===== src/rtl/txn_race_ctrl.sv =====
// rtl/txn_race_ctrl.sv - serial primary transaction followed by a first-of-N race with watchdog
// Optional macro TXN_RACE_PRIMARY_WDOG_EN adds a TIME_OUT-cycle watchdog on the primary phase.
module txn_race_ctrl #(
  parameter int NUM_CH   = 3,
  parameter int TIME_OUT = 20,
  parameter int ID_W     = $clog2(NUM_CH)
) (
  input  logic              clk,
  input  logic              rst_n,
  input  logic              start,
  output logic [NUM_CH-1:0] req,
  input  logic [NUM_CH-1:0] done,
  output logic [NUM_CH-1:0] cancel,
  output logic              busy,
  output logic              result_valid,
  output logic [ID_W-1:0]   winner_id,
  output logic              timed_out
);

  localparam int WIN   = TIME_OUT / 2;
  localparam int CNT_W = $clog2(WIN + 1);
  localparam logic [CNT_W-1:0]  CNT_MAX   = {CNT_W{1'b1}};
  localparam logic [NUM_CH-1:0] RACE_MASK = {{(NUM_CH-1){1'b1}}, 1'b0};

  typedef enum logic [1:0] {
    S_IDLE,
    S_PRIMARY,
    S_RACE,
    S_FINISH
  } state_t;

  state_t             state_q, state_d;
  logic [NUM_CH-1:0]  req_q, req_d;
  logic [NUM_CH-1:0]  cancel_q, cancel_d;
  logic               busy_q, busy_d;
  logic               rv_q, rv_d;
  logic [ID_W-1:0]    win_q, win_d;
  logic               to_q, to_d;
  logic [CNT_W-1:0]   cnt_q, cnt_d;
  logic [NUM_CH-1:0]  race_hit;
  logic [ID_W-1:0]    win_idx;

`ifdef TXN_RACE_PRIMARY_WDOG_EN
  localparam int PCNT_W = $clog2(TIME_OUT + 1);
  logic [PCNT_W-1:0]  pcnt_q, pcnt_d;
`endif

  always_ff @(posedge clk or negedge rst_n) begin
    if (!rst_n) begin
      state_q  <= S_IDLE;
      req_q    <= '0;
      cancel_q <= '0;
      busy_q   <= 1'b0;
      rv_q     <= 1'b0;
      win_q    <= '0;
      to_q     <= 1'b0;
      cnt_q    <= '0;
`ifdef TXN_RACE_PRIMARY_WDOG_EN
      pcnt_q   <= '0;
`endif
    end else begin
      state_q  <= state_d;
      req_q    <= req_d;
      cancel_q <= cancel_d;
      busy_q   <= busy_d;
      rv_q     <= rv_d;
      win_q    <= win_d;
      to_q     <= to_d;
      cnt_q    <= cnt_d;
`ifdef TXN_RACE_PRIMARY_WDOG_EN
      pcnt_q   <= pcnt_d;
`endif
    end
  end

  // Only still-requested race channels can win; lowest index takes simultaneous completions.
  always_comb begin
    race_hit = done & req_q & RACE_MASK;
    win_idx  = '0;
    for (int i = NUM_CH - 1; i >= 1; i--) begin
      if (race_hit[i]) win_idx = ID_W'(i);
    end
  end

  always_comb begin
    state_d  = state_q;
    req_d    = req_q;
    cancel_d = '0;
    busy_d   = busy_q;
    rv_d     = 1'b0;
    win_d    = win_q;
    to_d     = to_q;
    cnt_d    = cnt_q;
`ifdef TXN_RACE_PRIMARY_WDOG_EN
    pcnt_d   = pcnt_q;
`endif
    case (state_q)
      S_IDLE: begin
        busy_d = 1'b0;
        if (start) begin
          state_d = S_PRIMARY;
          req_d   = NUM_CH'(1);
          busy_d  = 1'b1;
          win_d   = '0;
          to_d    = 1'b0;
`ifdef TXN_RACE_PRIMARY_WDOG_EN
          pcnt_d  = '0;
`endif
        end
      end
      S_PRIMARY: begin
        if (done[0] && req_q[0]) begin
          state_d = S_RACE;
          req_d   = RACE_MASK;
          cnt_d   = '0;
        end
`ifdef TXN_RACE_PRIMARY_WDOG_EN
        else if (pcnt_q == PCNT_W'(TIME_OUT - 1)) begin
          state_d  = S_FINISH;
          req_d    = '0;
          cancel_d = NUM_CH'(1);
          to_d     = 1'b1;
          win_d    = '0;
          rv_d     = 1'b1;
        end else begin
          pcnt_d = pcnt_q + 1'b1;
        end
`endif
      end
      S_RACE: begin
        if (cnt_q != CNT_MAX) cnt_d = cnt_q + 1'b1;
        // A completion in the last window cycle still beats the watchdog.
        if (|race_hit) begin
          state_d  = S_FINISH;
          req_d    = '0;
          win_d    = win_idx;
          cancel_d = RACE_MASK & ~(NUM_CH'(1) << win_idx);
          rv_d     = 1'b1;
        end else if (cnt_q == CNT_W'(WIN - 1)) begin
          state_d  = S_FINISH;
          req_d    = '0;
          win_d    = '0;
          to_d     = 1'b1;
          cancel_d = RACE_MASK;
          rv_d     = 1'b1;
        end
      end
      S_FINISH: begin
        state_d = S_IDLE;
        busy_d  = 1'b0;
      end
      default: begin
        state_d = S_IDLE;
        req_d   = '0;
        busy_d  = 1'b0;
      end
    endcase
  end

  assign req          = req_q;
  assign cancel       = cancel_q;
  assign busy         = busy_q;
  assign result_valid = rv_q;
  assign winner_id    = win_q;
  assign timed_out    = to_q;

endmodule


===== config.mk =====
export PLATFORM = sky130hd
export DESIGN_NAME = txn_race_ctrl
export DESIGN_NICKNAME = d
export VERILOG_FILES = /design/src/rtl/txn_race_ctrl.sv
export SDC_FILE = /design/constraint.sdc
export NUM_CORES = 1
export LEC_CHECK = 0
export CAP_MARGIN = 0
export CORE_MARGIN = 5
export CORE_UTILIZATION = 29
export CTS_BUF_LIST = sky130_fd_sc_hd__clkbuf_4 sky130_fd_sc_hd__clkbuf_8
export CTS_CLUSTER_DIAMETER = 60
export DETAILED_ROUTE_END_ITERATION = 8
export SLEW_MARGIN = 20
export SYNTH_ARGS = -nofsm -noshare
export SYNTH_HDL_FRONTEND = slang
export SYNTH_SLANG_ARGS = --single-unit

===== constraint.sdc =====
create_clock -name clk -period 2.2 [get_ports clk]
set_clock_uncertainty 0.15 [all_clocks]
set_input_delay 0.44 -clock clk [delete_from_list [all_inputs] [get_ports clk]]
set_output_delay 0.44 -clock clk [all_outputs]
set_load 0.005 [all_outputs]

==> flow_metrics.tcl, run 1 <==
set metrics [dict create \
    status "finished clean" \
    die-area_sq_um 4418 \
    drtPass1Iterations 4 \
    wl_per_cell_um 13.73 \
    vias_per_cell 5.098 \
    crit_buf_inv 1 \
    grt_start_max_net_pins 16 \
    first_iter_violations 55 \
    async_flop_share_pct 100.0 \
    dr_total_vias 780 \
    first_global_vias 822 \
    synth_area_leaders "dfrtp_1 (41%), ha_1 (9.5%), and3b_1 (2.8%)" \
    reg2reg_slack_ns 0.14 \
    synth_common_cells "dfrtp_1 (15), ha_1 (7), a21oi_1 (5), inv_1 (5), nand2_1 (5)" \
    r2r-end "req[0]" \
    postCtsSetupBuffers 0 \
    overflow 0 \
    avgSynthCellArea_sq_um 10.39 \
    ctsResizeCount 0 \
    cts_buffer_depth 2 \
    drv_cap 0 \
    clock.fmax_mhz 486.4 \
    report.final.slew_viol_count 0 \
    rsz0062_at_grt "false" \
    synth-edff-count 0 \
    place_area_sq_um 1141 \
    worst_setup_path_start_kind "flop" \
    crit_required_ns 2.18 \
    antennaDiodeCount 0 \
    utilization_pct 38.28 \
    synthCells 89 \
    cts_tree "yes" \
    r2r-start "state_q[1]" \
    crit_type "reg2reg" \
    dieWidth_um 66.47 \
    maxSlewHeadroom_pct 60.48 \
    cts_sinks 15 \
    drc 0 \
    hold_ws_ns 0.3011 \
    core.rowCount 20 \
    leakagePower_nw 0.5353 \
    clk_latency_ns 0.29 \
    timing.critical_path.fanout_max 6 \
    finalHoldViolations 0 \
    synth_top_cell_area_share_pct 40.60 \
    yosys_warnings 0 \
    rr_worst_depth 5 \
    final.fill_count 317 \
    yosysTopAreaCell "dfrtp_1" \
    fin_setup_tns_ns 0 \
    syn_to_final_growth_pct 26.39 \
    worst_pin_slew_ns 0.5779 \
    root_buffer "clkbuf_4" \
    clk_pin_slew_ns 0.10 \
    nNetsFinal 123 \
    endpoint_kind "flop" \
    multi_input_area_sq_um 511.7 \
    critPathLaunch "state_q[1]" \
    grt_use_total_pct 10.97 \
    worstPathCellList "inv_1 -> ha_1 -> nor2b_1 -> a2111oi_0 -> o32ai_1" \
    ys_seq_area_share_pct 40.60 \
    register_area_sq_um 375.4 \
    antenna_found_initial 0 \
    core_sq_um 3053 \
    cts_max_level 1 \
    synth_most_common_cell "dfrtp_1" \
    cts_made_buffers 3 \
    grt_pass1_wl_um 3795 \
    cp_top_family "compound AO/OA/AOI/OAI gates" \
    place_congestion 0.7833 \
    fin_crit_sh_pct 93.45 \
    ys.flop_type "dfrtp_1" \
    slowest_delay_ns 0.56 \
    cp.depth 5 \
    ant_nets 0 \
    hold_class "in2async" \
    synth_seq_cells 15 \
    ios 17 \
    drive_above_1_share_pct 12.84 \
    hpwl_um 1604 \
    ys_types 38 \
    port_buffers 15 \
    irDropWorstVdd_mv 0.3747 \
    setup_violations 0 \
    pwr_density_cell_nw_per_um2 1172 \
    stdcell_area_sq_um 1169 \
    chipHeight_um 66.47 \
    worstPathArrival_ns 2.04 \
    initial_core_util_pct 30.29 \
    syn_area_sq_um 924.6 \
    wl_um 2101 \
    fin_crit_ns 2.056 \
    holdBufCountCts 0 \
    crit_slowest_cell "a2111oi_0" \
    synth_fp_nets 102 \
]
-- worst max-delay path by stage --
| stage | to |
|---|---|
| floorplan | state_q[1] |
| global placement | state_q[1] |
| detailed placement | req[0] |
| CTS | req[0] |
| global route | req[0] |
| finish | req[0] |
-- registers in the layout, summed over array words and instances, names as in the netlist --
signal / cells
cnt_q: 4
cancel: 2
req: 2
state_q: 2
winner_id: 2
busy: 1
result_valid: 1
timed_out: 1
-- cell families after synthesis --
logic type               after synthesis  share of synthesized area (%)
adder cells (fa/ha/maj)                7                          9.472
other                                  1                         0.4056
buffers and inverters                  8                          4.059
flip-flops                            15                          40.60
multiplexers                           1                          1.623
AO/OA/AOI/OAI                         28                          24.09
AND/OR/NAND/NOR                       29                          19.76
-- where the power goes --
part,total (W),switching (W),internal [W]
logic,0.000767,0.000390,0.000378
clock network,0.000161,0.0000930,0.0000675
registers,0.000442,0.0000832,0.000359
-- through the flow --
step / power [W] / std cells / worst slack [ns]
global placement: 0.001193 / 149 / 0.1097
detailed placement: 0.001219 / 149 / 0.05265
global route: 0.001498 / 153 / 0.01181
CTS: 0.001387 / 153 / 0.1420
floorplan: 0.0009518 / 89 / 0.3858
finish: 0.001370 / 153 / 0.1441
-- worst reg2reg max path, stage by stage, from the launching register on --
cell and delay (ns):
dfrtp_1 0.42, inv_1 0.10, ha_1 0.26, nor2b_1 0.23, a2111oi_0 0.56, o32ai_1 0.19
-- per-layer routing --
metal | vias to the layer above | global-route usage [%] | share of wire (%)
met1 | 380 | 14.02 | 46
met5 | - | 0 | 0
met2 | 24 | 18.22 | 49
li1 | 376 | - | -
met3 | 0 | 3.204 | 4.4
met4 | 0 | 2.284 | 0
-- area by class of cell --
| type | instances | area share (%) |
|---|---|---|
| clock buffer | 3 | 1.927 |
| clock inverter | 1 | 0.4283 |
| inverter | 5 | 1.606 |
| multi-input combinational | 66 | 43.79 |
| sequential | 15 | 32.12 |
| tap | 44 | 4.711 |
| timing repair buffer | 19 | 15.42 |
-- placed cells by master, fill, tap and decap left out, types with 2 or more instances in the layout --
cell type,instances
dfrtp_1,15
clkdlybuf4s50_1,15
ha_1,7
inv_1,5
nand2_1,5
a21oi_1,5
nor4_1,4
buf_4,4
o21ai_0,3
and3_1,3
nand3_1,3
and3b_1,3
clkbuf_4,3
a211oi_1,2
nor2b_1,2
nor2_1,2
nor3b_1,2
a221oi_1,2
o41ai_1,2
o32ai_1,2
Note: power is estimated with default switching activity, not from simulation.
==> run 2: changes to the inputs <==
--- a/config.mk
+++ b/config.mk
@@ -11,6 +11,7 @@
 export CTS_BUF_LIST = sky130_fd_sc_hd__clkbuf_4 sky130_fd_sc_hd__clkbuf_8
 export CTS_CLUSTER_DIAMETER = 60
 export DETAILED_ROUTE_END_ITERATION = 8
+export PLACE_DENSITY_LB_ADDON = 0.3
 export SLEW_MARGIN = 20
 export SYNTH_ARGS = -nofsm -noshare
 export SYNTH_HDL_FRONTEND = slang
==> run 2 against run 1 <==
- global-route usage shrank 0.85 points
- worst hold slack better by 0.029 ns
- flip-flop and latch count unchanged
- power rose by 1.3%
- largest cell class unchanged
- setup slack improved by 0.012 ns
- clock-buffer cell count is 1 higher
- utilization rose by 0.57 points
==> flow_metrics.tcl, run 2 (synthesized netlist as in run 1, its figures left out) <==
set metrics [dict create \
    stdcell_area_sq_um 1186 \
    status "finished clean" \
    worstPathCellList "inv_1 -> ha_1 -> nor2b_1 -> a2111oi_0 -> o32ai_1" \
    initial_core_util_pct 30.29 \
    vias_per_cell 4.935 \
    drc 0 \
    final_cells 155 \
    regMostFlops "cnt_q" \
    postCtsSetupBuffers 0 \
    ctsResizeCount 0 \
    fin_setup_tns_ns 0 \
    cts_max_level 1 \
    core.rowCount 20 \
    chipHeight_um 66.47 \
    r2r-start "state_q[1]" \
    pwr_density_cell_nw_per_um2 1169 \
    setup_violations 0 \
    cp_top_family "compound AO/OA/AOI/OAI gates" \
    wl_um 2017 \
    dieWidth_um 66.47 \
    highest_layer "met4" \
    worst_setup_path_start_kind "flop" \
    reg2reg_slack_ns 0.16 \
    dr_wl_met3_um 104 \
    overflow 0 \
    largest_register_ffs 4 \
    first_global_vias 734 \
    nNetsFinal 125 \
    report.final.slew_viol_count 0 \
    grt_pass1_wl_um 3408 \
    r2r-end "req[1]" \
    endpoint_kind "flop" \
    fin_crit_ns 2.044 \
    rr_worst_depth 5 \
    wl_met2_um 826 \
    cts_sinks 15 \
    finalHoldViolations 0 \
    grt_start_max_net_pins 16 \
    irDropWorstVdd_mv 0.4206 \
    fin_crit_sh_pct 92.89 \
    slowest_delay_ns 0.57 \
    place_congestion 0.8096 \
    mostFrequentLayoutCells "dfrtp_1 (15), clkdlybuf4s50_1 (15), ha_1 (7)" \
    worst_pin_slew_ns 0.5991 \
    crit_slowest_cell "a2111oi_0" \
    holdBufCountCts 0 \
    drv_cap 0 \
    first_iter_violations 57 \
    drive_above_1_share_pct 14.41 \
    final.fill_count 318 \
    cts_made_buffers 3 \
    clk_pin_slew_ns 0.09 \
    syn_to_final_growth_pct 28.28 \
    core_sq_um 3053 \
    hold_class "in2async" \
    root_buffer "clkbuf_4" \
    maxSlewHeadroom_pct 59.03 \
    rsz0062_at_grt "false" \
    hpwl_um 1524 \
    dr_total_vias 765 \
    wl_per_cell_um 13.01 \
    place_area_sq_um 1156 \
    crit_type "reg2reg" \
    cts_tree "yes" \
    timing.critical_path.fanout_max 6 \
    drtPass1Iterations 4 \
    clock.fmax_mhz 489.3 \
    cp.depth 5 \
    dp_cells 151 \
    ios 17 \
    total_power_w 0.001387 \
    clk_latency_ns 0.27 \
    leakagePower_nw 0.5456 \
    port_buffers 15 \
    ant_nets 0 \
    antenna_found_initial 0 \
    grt_use_total_pct 10.12 \
    wl_met1_um 1052 \
    cts_buffer_depth 2 \
    worstPathArrival_ns 2.02 \
    crit_required_ns 2.18 \
    antennaDiodeCount 0 \
    die-area_sq_um 4418 \
    crit_buf_inv 1 \
]
-- run 2: cell count changes in the layout (fill, tap and decap cells not counted), sizes merged --
cell,change
clkbuf,+1
clkinv,-1
buf,+2
-- run 2: metrics by stage --
step                hold slack [ns]  setup WS [ns]  utilization [%]
floorplan                 -0.005591         0.3858                -
global placement             0.3304         0.1366            37.87
detailed placement           0.3423         0.1026            37.87
global route                 0.3540        0.08321            38.85
CTS                          0.3319         0.1962            38.85
finish                       0.3302         0.1564            38.85
-- run 2: how the worst max path moves through the flow --
| stage | end | slack (ns) | start |
|---|---|---|---|
| after global routing | req[1] | 0.08 | state_q[1] |
| after floorplan | state_q[1] | 0.39 | state_q[0] |
| after CTS | req[1] | 0.20 | state_q[1] |
| after global placement | state_q[1] | 0.14 | done[2] |
| after detailed placement | req[1] | 0.10 | done[2] |
| final | req[1] | 0.16 | state_q[1] |
-- run 2: power by group --
group / internal [W] / leakage, nW / switching (W)
logic: 0.000390 / 0.330 / 0.000387
clock network: 0.0000825 / 0.0184 / 0.0000847
registers: 0.000359 / 0.197 / 0.0000841
total: 0.000831 / 0.546 / 0.000556
-- run 2: routing by layer --
metal	global-route usage (%)	vias to the layer above
met2	14.75	16
met5	0	-
met3	2.530	2
met1	13.29	364
met4	6.091	0
li1	-	383
-- run 2: final cells by class --
cell class / instances / area [sq um] / share of cell area (%)
multi-input combinational: 66 / 511.7 / 43.14
sequential: 15 / 375.4 / 31.65
timing repair buffer: 21 / 195.2 / 16.46
tap: 44 / 55.05 / 4.641
clock buffer: 4 / 30.03 / 2.532
inverter: 5 / 18.77 / 1.582
==> run 3: changes to the inputs <==
--- a/config.mk
+++ b/config.mk
@@ -12,6 +12,7 @@
 export CTS_CLUSTER_DIAMETER = 60
 export DETAILED_ROUTE_END_ITERATION = 8
 export PLACE_DENSITY_LB_ADDON = 0.3
+export RECOVER_POWER = 100
 export SLEW_MARGIN = 20
 export SYNTH_ARGS = -nofsm -noshare
 export SYNTH_HDL_FRONTEND = slang
==> constraint.sdc (replaced) <==
create_clock -name clk -period 1.7 [get_ports clk]
set_clock_uncertainty 0.15 [all_clocks]
set_input_delay 0.34 -clock clk [delete_from_list [all_inputs] [get_ports clk]]
set_output_delay 0.34 -clock clk [all_outputs]
set_load 0.005 [all_outputs]
==> run 3 against run 2 <==
- the run now ends with setup timing left
- setup slack lost 0.18 ns
- register-to-register slack got worse by 0.18 ns
- critical path depth stayed put
- sequential power rose by 25%
- power rose by 55%
- sequential share of layout area shrank 4.6 points
- worst hold slack better by 0.026 ns
- flip-flop and latch count unchanged
- fmax increased by 18%
- critical path type unchanged
- critical endpoint is now state_q[1]
- highest routed layer unchanged
==> flow_metrics.tcl, run 3 (synthesized netlist as in run 1, its figures left out) <==
set metrics [dict create \
    status "complete, but fails checks" \
    violations "setup timing" \
    cts_max_level 1 \
    die-area_sq_um 4418 \
    worst_setup_path_start_kind "flop" \
    holdBufCountCts 0 \
    drive_above_1_share_pct 35.34 \
    grt_pass1_wl_um 3546 \
    seqPwrFrac_pct 25.8 \
    antennaDiodeCount 0 \
    fin_ws_ns -0.02565 \
    clock.fmax_mhz 579.5 \
    grt_start_max_net_pins 16 \
    hpwl_um 1669 \
    timing.critical_path.fanout_max 4 \
    antenna_found_initial 0 \
    wl_um 2152 \
    largest_register_ffs 4 \
    nNetsFinal 147 \
    hold_ws_ns 0.3558 \
    multi_input_area_sq_um 565.5 \
    grt_use_total_pct 10.61 \
    pwr_density_cell_nw_per_um2 1539 \
    dieWidth_um 66.47 \
    fin_crit_sh_pct 101.5 \
    chipHeight_um 66.47 \
    p_int_w 0.001325 \
    first_iter_violations 38 \
    cts_sinks 15 \
    rsz0062_at_grt "true" \
    cts_made_buffers 3 \
    cts_tree "yes" \
    clk_pin_slew_ns 0.09 \
    regMostFlops "cnt_q" \
    report.final.slew_viol_count 0 \
    endpoint_kind "flop" \
    final.fill_count 311 \
    drc 0 \
    clk_latency_ns 0.29 \
    irDropWorstVdd_mv 0.5198 \
    core.rowCount 20 \
    finalHoldViolations 0 \
    ios 17 \
    register_area_sq_um 376.6 \
    p_switching_w 0.0008193 \
    mostFrequentLayoutCells "buf_4 (26), dfrtp_1 (14), clkdlybuf4s50_1 (11)" \
    root_buffer "clkbuf_4" \
    ant_nets 0 \
    clkPwrFrac_pct 9.7 \
    final_common_cell "buf_4" \
    cts_buffer_depth 2 \
    wl_per_cell_um 12.16 \
    worst_pin_slew_ns 0.8370 \
    setup_violations 1 \
    drtPass1Iterations 4 \
    port_buffers 15 \
    worstPathArrival_ns 1.75 \
    place_congestion 0.8038 \
    fin_setup_tns_ns -0.02565 \
    core_sq_um 3053 \
    overflow 0 \
    power_frac_comb_pct 64.4 \
    dr_total_vias 859 \
    crit_required_ns 1.73 \
    crit_type "reg2reg" \
    swShare_pct 38.20 \
    hold_class "reg2reg" \
    initial_core_util_pct 30.29 \
    leakagePower_nw 0.6675 \
    fin_crit_ns 1.726 \
    drv_cap 0 \
    vias_per_cell 4.853 \
    syn_to_final_growth_pct 50.74 \
    maxSlewHeadroom_pct 44.20 \
    first_global_vias 794 \
]
[run 3: area by class of cell]
class | count | share of cell area (%)
clock buffers | 3 | 1.616
clock inverters | 1 | 0.3591
inverters | 5 | 1.346
multi-input cells | 66 | 40.57
flip-flops and latches | 15 | 27.02
well taps | 44 | 3.950
repair buffers | 43 | 25.13
[run 3: repair_timing]
item | in CTS | in global routing
resized for setup | 6 | 4
endpoints found under the setup margin | 9 | 10
setup buffers | 3 | 2
[run 3: final timing paths]
path                             from          to  slack, ns  cells past startpoint
setup reg to reg           state_q[1]  state_q[1]      -0.03                      5
hold reg to reg                  busy        busy       0.36                      2
max in group asynchronous       rst_n      req[0]       0.32                      2
hold / removal                   busy        busy       0.36                      2
setup / recovery           state_q[1]  state_q[1]      -0.03                      5
min in group asynchronous       rst_n   cancel[2]       0.50                      2
[run 3: power groups by stage]
stage	combinational (W)	sequential (W)	clock, W
6_report	0.00138	0.000554	0.000209
5_1_grt	0.00153	0.000571	0.000242
4_1_cts	0.00133	0.000557	0.000217
3_5_place_dp	0.00129	0.000569	0
3_3_place_gp	0.00128	0.000563	0
2_1_floorplan	0.000735	0.000568	0
[run 3: per-stage QoR]
step / std cells / worst slack, ns / total power (W) / utilization (%) / instance area (sq um)
finish: 177 / -0.02565 / 0.002145 / 45.66 / 1394
CTS: 175 / -0.02795 / 0.002106 / 44.71 / 1365
global route: 177 / -0.06957 / 0.002346 / 45.66 / 1394
detailed placement: 168 / -0.2584 / 0.001859 / 43.03 / 1314
floorplan: 89 / -0.003584 / 0.001303 / - / 954.7
global placement: 168 / -0.2355 / 0.001841 / 43.03 / 1314
[run 3: critical path, stage by stage, from the launching register on]
cell and delay [ns]:
dfrtp_1 0.40, inv_2 0.08, ha_4 0.16, nor2b_4 0.13
a311o_4 0.40, mux2_4 0.30
[run 3: routing by layer]
layer,part of all wire [%],vias to the layer above,global-route usage [%],wire (um)
met2,46,18,17.47,980
met5,0,-,0,0
li1,-,433,-,-
met4,2.2,0,5.330,48
met3,4.6,4,2.530,98
met1,48,404,12.78,1024
==> RTL change 1, RTL diff (settings of run 3) <==
`NUM_CH`: 3 -> 2.
--- a/src/rtl/txn_race_ctrl.sv
+++ b/src/rtl/txn_race_ctrl.sv
@@ -1,7 +1,7 @@
 // rtl/txn_race_ctrl.sv - serial primary transaction followed by a first-of-N race with watchdog
 // Optional macro TXN_RACE_PRIMARY_WDOG_EN adds a TIME_OUT-cycle watchdog on the primary phase.
 module txn_race_ctrl #(
-  parameter int NUM_CH   = 3,
+  parameter int NUM_CH   = 2,
   parameter int TIME_OUT = 20,
   parameter int ID_W     = $clog2(NUM_CH)
 ) (
Interface: changed (resized cancel, done, req and winner_id); port bits go from 17 to 13. The function was not compared with the original's and may differ.
==> RTL change 1 against run 3 <==
The flow still finishes with violations (setup timing). Global-route usage shrank 0.14 points. Routed wire length is 7.2% lower. Power up 0.13%. Fmax down 1.9%. Sequential cell count shrank 2. Setup slack worse by 0.033 ns. Final area is 6.2% lower. Core utilization grew 2.2 points. Area after synthesis down 11%. Critical endpoint is now req[1]. Largest power group unchanged.
==> RTL change 1: results (changes against run 3) <==
global_routing:
  grt_max_degree: 14  # -2
  grt_pass1_wl_um: 3284  # -7.4%
  grt_use_met3_pct: 2.664  # +0.13 points
  gr-usage-all-layers_pct: 10.47  # -0.14 points
  grt.met2_usage_pct: 17.51  # +0.041 points
  grt_pass1_vias: 726  # -8.6%
setup_path:
  slowest_delay_ns: 0.44  # +0.04 ns
  r2r_start: "state_q[0]"
  r2r-end: "req[1]"
  cp_top_family: "compound AO/OA/AOI/OAI gates"
  cp_max_fo: 3  # -1
  crit_path_top_delay_cell: "dfrtp_2"
  crit_arrival_ns: 1.78  # +0.03 ns
power_and_ir_drop:
  pg_comb_w: 0.00143  # +4%
  p_leak_nw: 0.6223  # -6.8%
  p_clk_w: 0.000221  # +6%
  p_sw_w: 0.0007869  # -4.0%
  ir_drop_mv: 0.8246  # +59%
  pwr.group.sequential_w: 0.000499  # -9.9%
synthesis:
  synth_mux_area_share_pct: 5.598  # +4.0 points
  yosys.cell_types.count: 35  # -7.9%
  synth_top_area_share_pct: 39.33  # -1.3 points
  ys_top_cells_by_area: "dfrtp_1 (39%), ha_1 (12%), a2111oi_4 (3.3%), inv_1 (2.7%), mux2i_1 (2.4%)"
  ys_seq_area_share_pct: 39.33  # -1.3 points
  synth_commonest_cells: "dfrtp_1 (13), ha_1 (8), inv_1 (6)"
  synth_nets: 88  # -14%
  synth_area_per_cell_sq_um: 11.03  # +6.1%
  synth_fa_ha_area_share_pct: 12.10  # +2.6 points
  synth_compound_area_share_pct: 21.18  # -2.9 points
place:
  placed_area_sq_um: 1119  # -15%
  dp_hpwl_um: 1359  # -19%
  portBuffers: 11  # -4
  place_congestion: 0.7855  # -2.3%
  post-place-ws_ns: -0.2535  # +0.004912 ns
outcome:
  violations: "setup timing"
  status: "finished with violations"
drt:
  wl_met2_um: 1076  # +9.8%
  met3WireLength_um: 73  # -26%
  wire_per_inst_um: 13.68  # +13%
  drt-vias-per-instance: 4.856  # about the same
  dr.pass1.iters: 4  # unchanged
sta:
  worst_hold_slack_ns: 0.3330  # -0.02280 ns
  setup_tns_ns: -0.1272  # -0.1015 ns
  finalSetupViolCount: 4  # +3
  setup_ws_ns: -0.05839  # -0.03274 ns
  slew_headroom_pct: 47.60  # +3.4 points
clock_tree:
  post-cts-setup-buffers: 8  # +5
  ctsResizeCount: 16  # +10
min_path:
  hp-start: "winner_id"
  whs_path_depth: 1  # -1
  min_to: "winner_id"
layout:
  nets: 129  # -12%
  finalNonFillerCells: 146  # -18%
  antenna_cells: 0  # unchanged
-- RTL change 1: cell count changes in the layout (fill, tap and decap cells not counted), sizes merged, moves of 2 or more --
cell,delta
or2b,+2
a21oi,-4
nand2,-2
a221oi,-2
clkdlybuf4s50,-2
o21ai,-2
mux2i,+2
dfrtp,-2
nor4,-4
a21boi,+3
dlygate4sd2,-3
o41ai,-2
and3b,-3
-- RTL change 1: cell type report --
type | instances | area [sq um]
sequential | 13 | 330.3
tap | 31 | 38.79
fill | 248 | 1426
clock buffer | 4 | 30.03
multi-input combinational | 54 | 570.5
inverter | 6 | 25.02
timing repair buffer | 38 | 312.8
-- RTL change 1: how the worst max path moves through the flow --
stage	start	endpoint	slack [ns]
2_1_floorplan	state_q[0]	req[1]	-0.12
3_3_place_gp	done[0]	req[1]	-0.21
3_5_place_dp	done[0]	req[1]	-0.25
4_1_cts	state_q[0]	req[1]	-0.05
5_1_grt	state_q[0]	req[1]	-0.11
6_report	state_q[0]	req[1]	-0.06
==> RTL change 2, RTL diff (flow settings as in run 3) <==
Made on the original files. Make the reset (`rst_n`) synchronous in one clocked block.
--- a/src/rtl/txn_race_ctrl.sv
+++ b/src/rtl/txn_race_ctrl.sv
@@ -45,7 +45,7 @@
   logic [PCNT_W-1:0]  pcnt_q, pcnt_d;
 `endif
 
-  always_ff @(posedge clk or negedge rst_n) begin
+  always_ff @(posedge clk) begin
     if (!rst_n) begin
       state_q  <= S_IDLE;
       req_q    <= '0;
Function: differs if rst_n is asserted again (counterexample within 4 cycles, from zero or initial values and one cycle with rst_n low); with rst_n held inactive, the same outputs for 10 cycles.
==> RTL change 2 against run 3 <==
Sequential power down 16%. Largest cell class unchanged. Critical path depth up 1. Final cell count down 11%. Combinational power down 32%. Count of clock-buffer cells in the layout unchanged. Non-clock buffer count down 8. Sequential share of layout area down 1.7 points. Routed wire length down 6.5%. Setup slack better by 0.080 ns. Largest power group unchanged. Die area down 7.4%. Area after synthesis down 8.7%. Final area down 9.8%. Sequential cell count unchanged. Power down 24%.
==> RTL change 2: results (changes against run 3) <==
outcome:
  status: "finished, final reports clean"
clock_tree:
  clk_latency_ns: 0.29  # about the same
  clk_pin_slew_ns: 0.11  # +0.02 ns
global_routing:
  antenna_found_initial: 0  # unchanged
  grt_max_degree: 10  # -6
  grt_pass1_wl_um: 3153  # -11%
  grt_pass1_vias: 700  # -12%
  gr-usage-all-layers_pct: 9.737  # -0.88 points
power_and_ir_drop:
  ir_drop_mv: 0.9422  # +81%
  p_leak_nw: 0.5117  # -23%
drt:
  vias: 756  # -12%
  drtIter0Drc: 5  # -87%
  wire_per_inst_um: 12.82  # +5.4%
synthesis:
  yosys.cell_types.count: 32  # -16%
  ys.flop_type: "dfxtp_1"
  synth_nets: 103  # +0.98%
  synth_commonest_cells: "dfxtp_1 (15), nand2_1 (8), ha_1 (6), nor2b_1 (6)"
  ys_top_cells_by_area: "dfxtp_1 (36%), ha_1 (8.9%), mux2i_1 (4.7%), nor2b_1 (4.4%), a21boi_0 (3.6%)"
  ys_seq_area_share_pct: 35.56  # -5.0 points
min_path:
  hp-start: "winner_id[1]"
  hp-class: "flip-flop to flip-flop"
place:
  portBuffers: 15  # unchanged
  dp_hpwl_um: 1441  # -14%
  placed_area_sq_um: 1157  # -12%
  place_congestion: 0.7708  # -4.1%
  post-place-ws_ns: -0.1720  # +0.08641 ns
setup_path:
  ff2ff_setup_slack_ns: 0.05  # +0.08 ns
  crit_path_top_delay_cell: "dfxtp_2"
  r2r_start: "state_q[0]"
  cp_top_family: "compound AO/OA/AOI/OAI gates"
  slowest_delay_ns: 0.35  # -0.05 ns
  crit_arrival_ns: 1.69  # -0.06 ns
  cp-start-kind: "flip-flop"
sta:
  worst_hold_slack_ns: 0.3350  # -0.02077 ns
  min_period_over_period_pct: 96.82  # -4.7 points
layout:
  nets: 139  # -5.4%
  drive_gt1_share_pct: 35.71  # +0.38 points
==> RTL change 2: kinds of logic after synthesis <==
logic type / synth area share, %
mux: 4.741
flops: 35.56
compound gates: 20.74
fa+ha+maj: 8.889
buf+inv: 4.147
simple gates: 25.48
other cells: 0.4440
==> RTL change 2: where the power goes <==
part           internal [W]  switching (W)
registers          0.000419      0.0000478
logic              0.000517       0.000417
clock network     0.0000874       0.000135
total               0.00102       0.000599
==> RTL change 2: worst paths after layout <==
check,endpoint,depth (start not counted)
worst max-delay path,req[1],6
worst min-delay path,winner_id[1],2
worst max register to register,req[1],6
worst min register to register,winner_id[1],2
==> RTL change 2: what timing repair did <==
item / in CTS / in global routing
cloned: 0 / 0
hold buffers: 0 / 0
pin swaps: 2 / 4
setup endpoints to repair: 7 / 11
resized for setup: 9 / 13
buffers inserted: 0 / 2
==> RTL change 2: through the flow <==
stage / total power, W / setup TNS (ns) / cells / util, %
after detailed placement: 0.001305 / -0.9026 / 151 / 41.61
after global routing: 0.001739 / -0.04883 / 157 / 45.21
after floorplan: 0.0009541 / 0 / 91 / -
after CTS: 0.001567 / 0 / 155 / 43.50
final: 0.001623 / 0 / 157 / 45.21
after global placement: 0.001294 / -0.8387 / 151 / 41.61
==> RTL change 2: final cells by class <==
type                            instances  area, sq um
Tap cell                               31        38.79
Clock inverter                          1        5.005
Clock buffer                            3        22.52
Timing Repair Buffer                   35        296.5
Inverter                                3        13.76
Multi-Input combinational cell         69        563.0
Fill cell                             270         1524
Sequential cell                        15        317.8
==> RTL change 2: layer usage <==
metal,GRT usage [%],vias to the layer above,part of all wire (%)
met5,0,-,0
met4,3.896,0,0.80
met3,2.627,2,2.6
met2,15.83,9,50
met1,12.11,356,46
li1,-,389,-
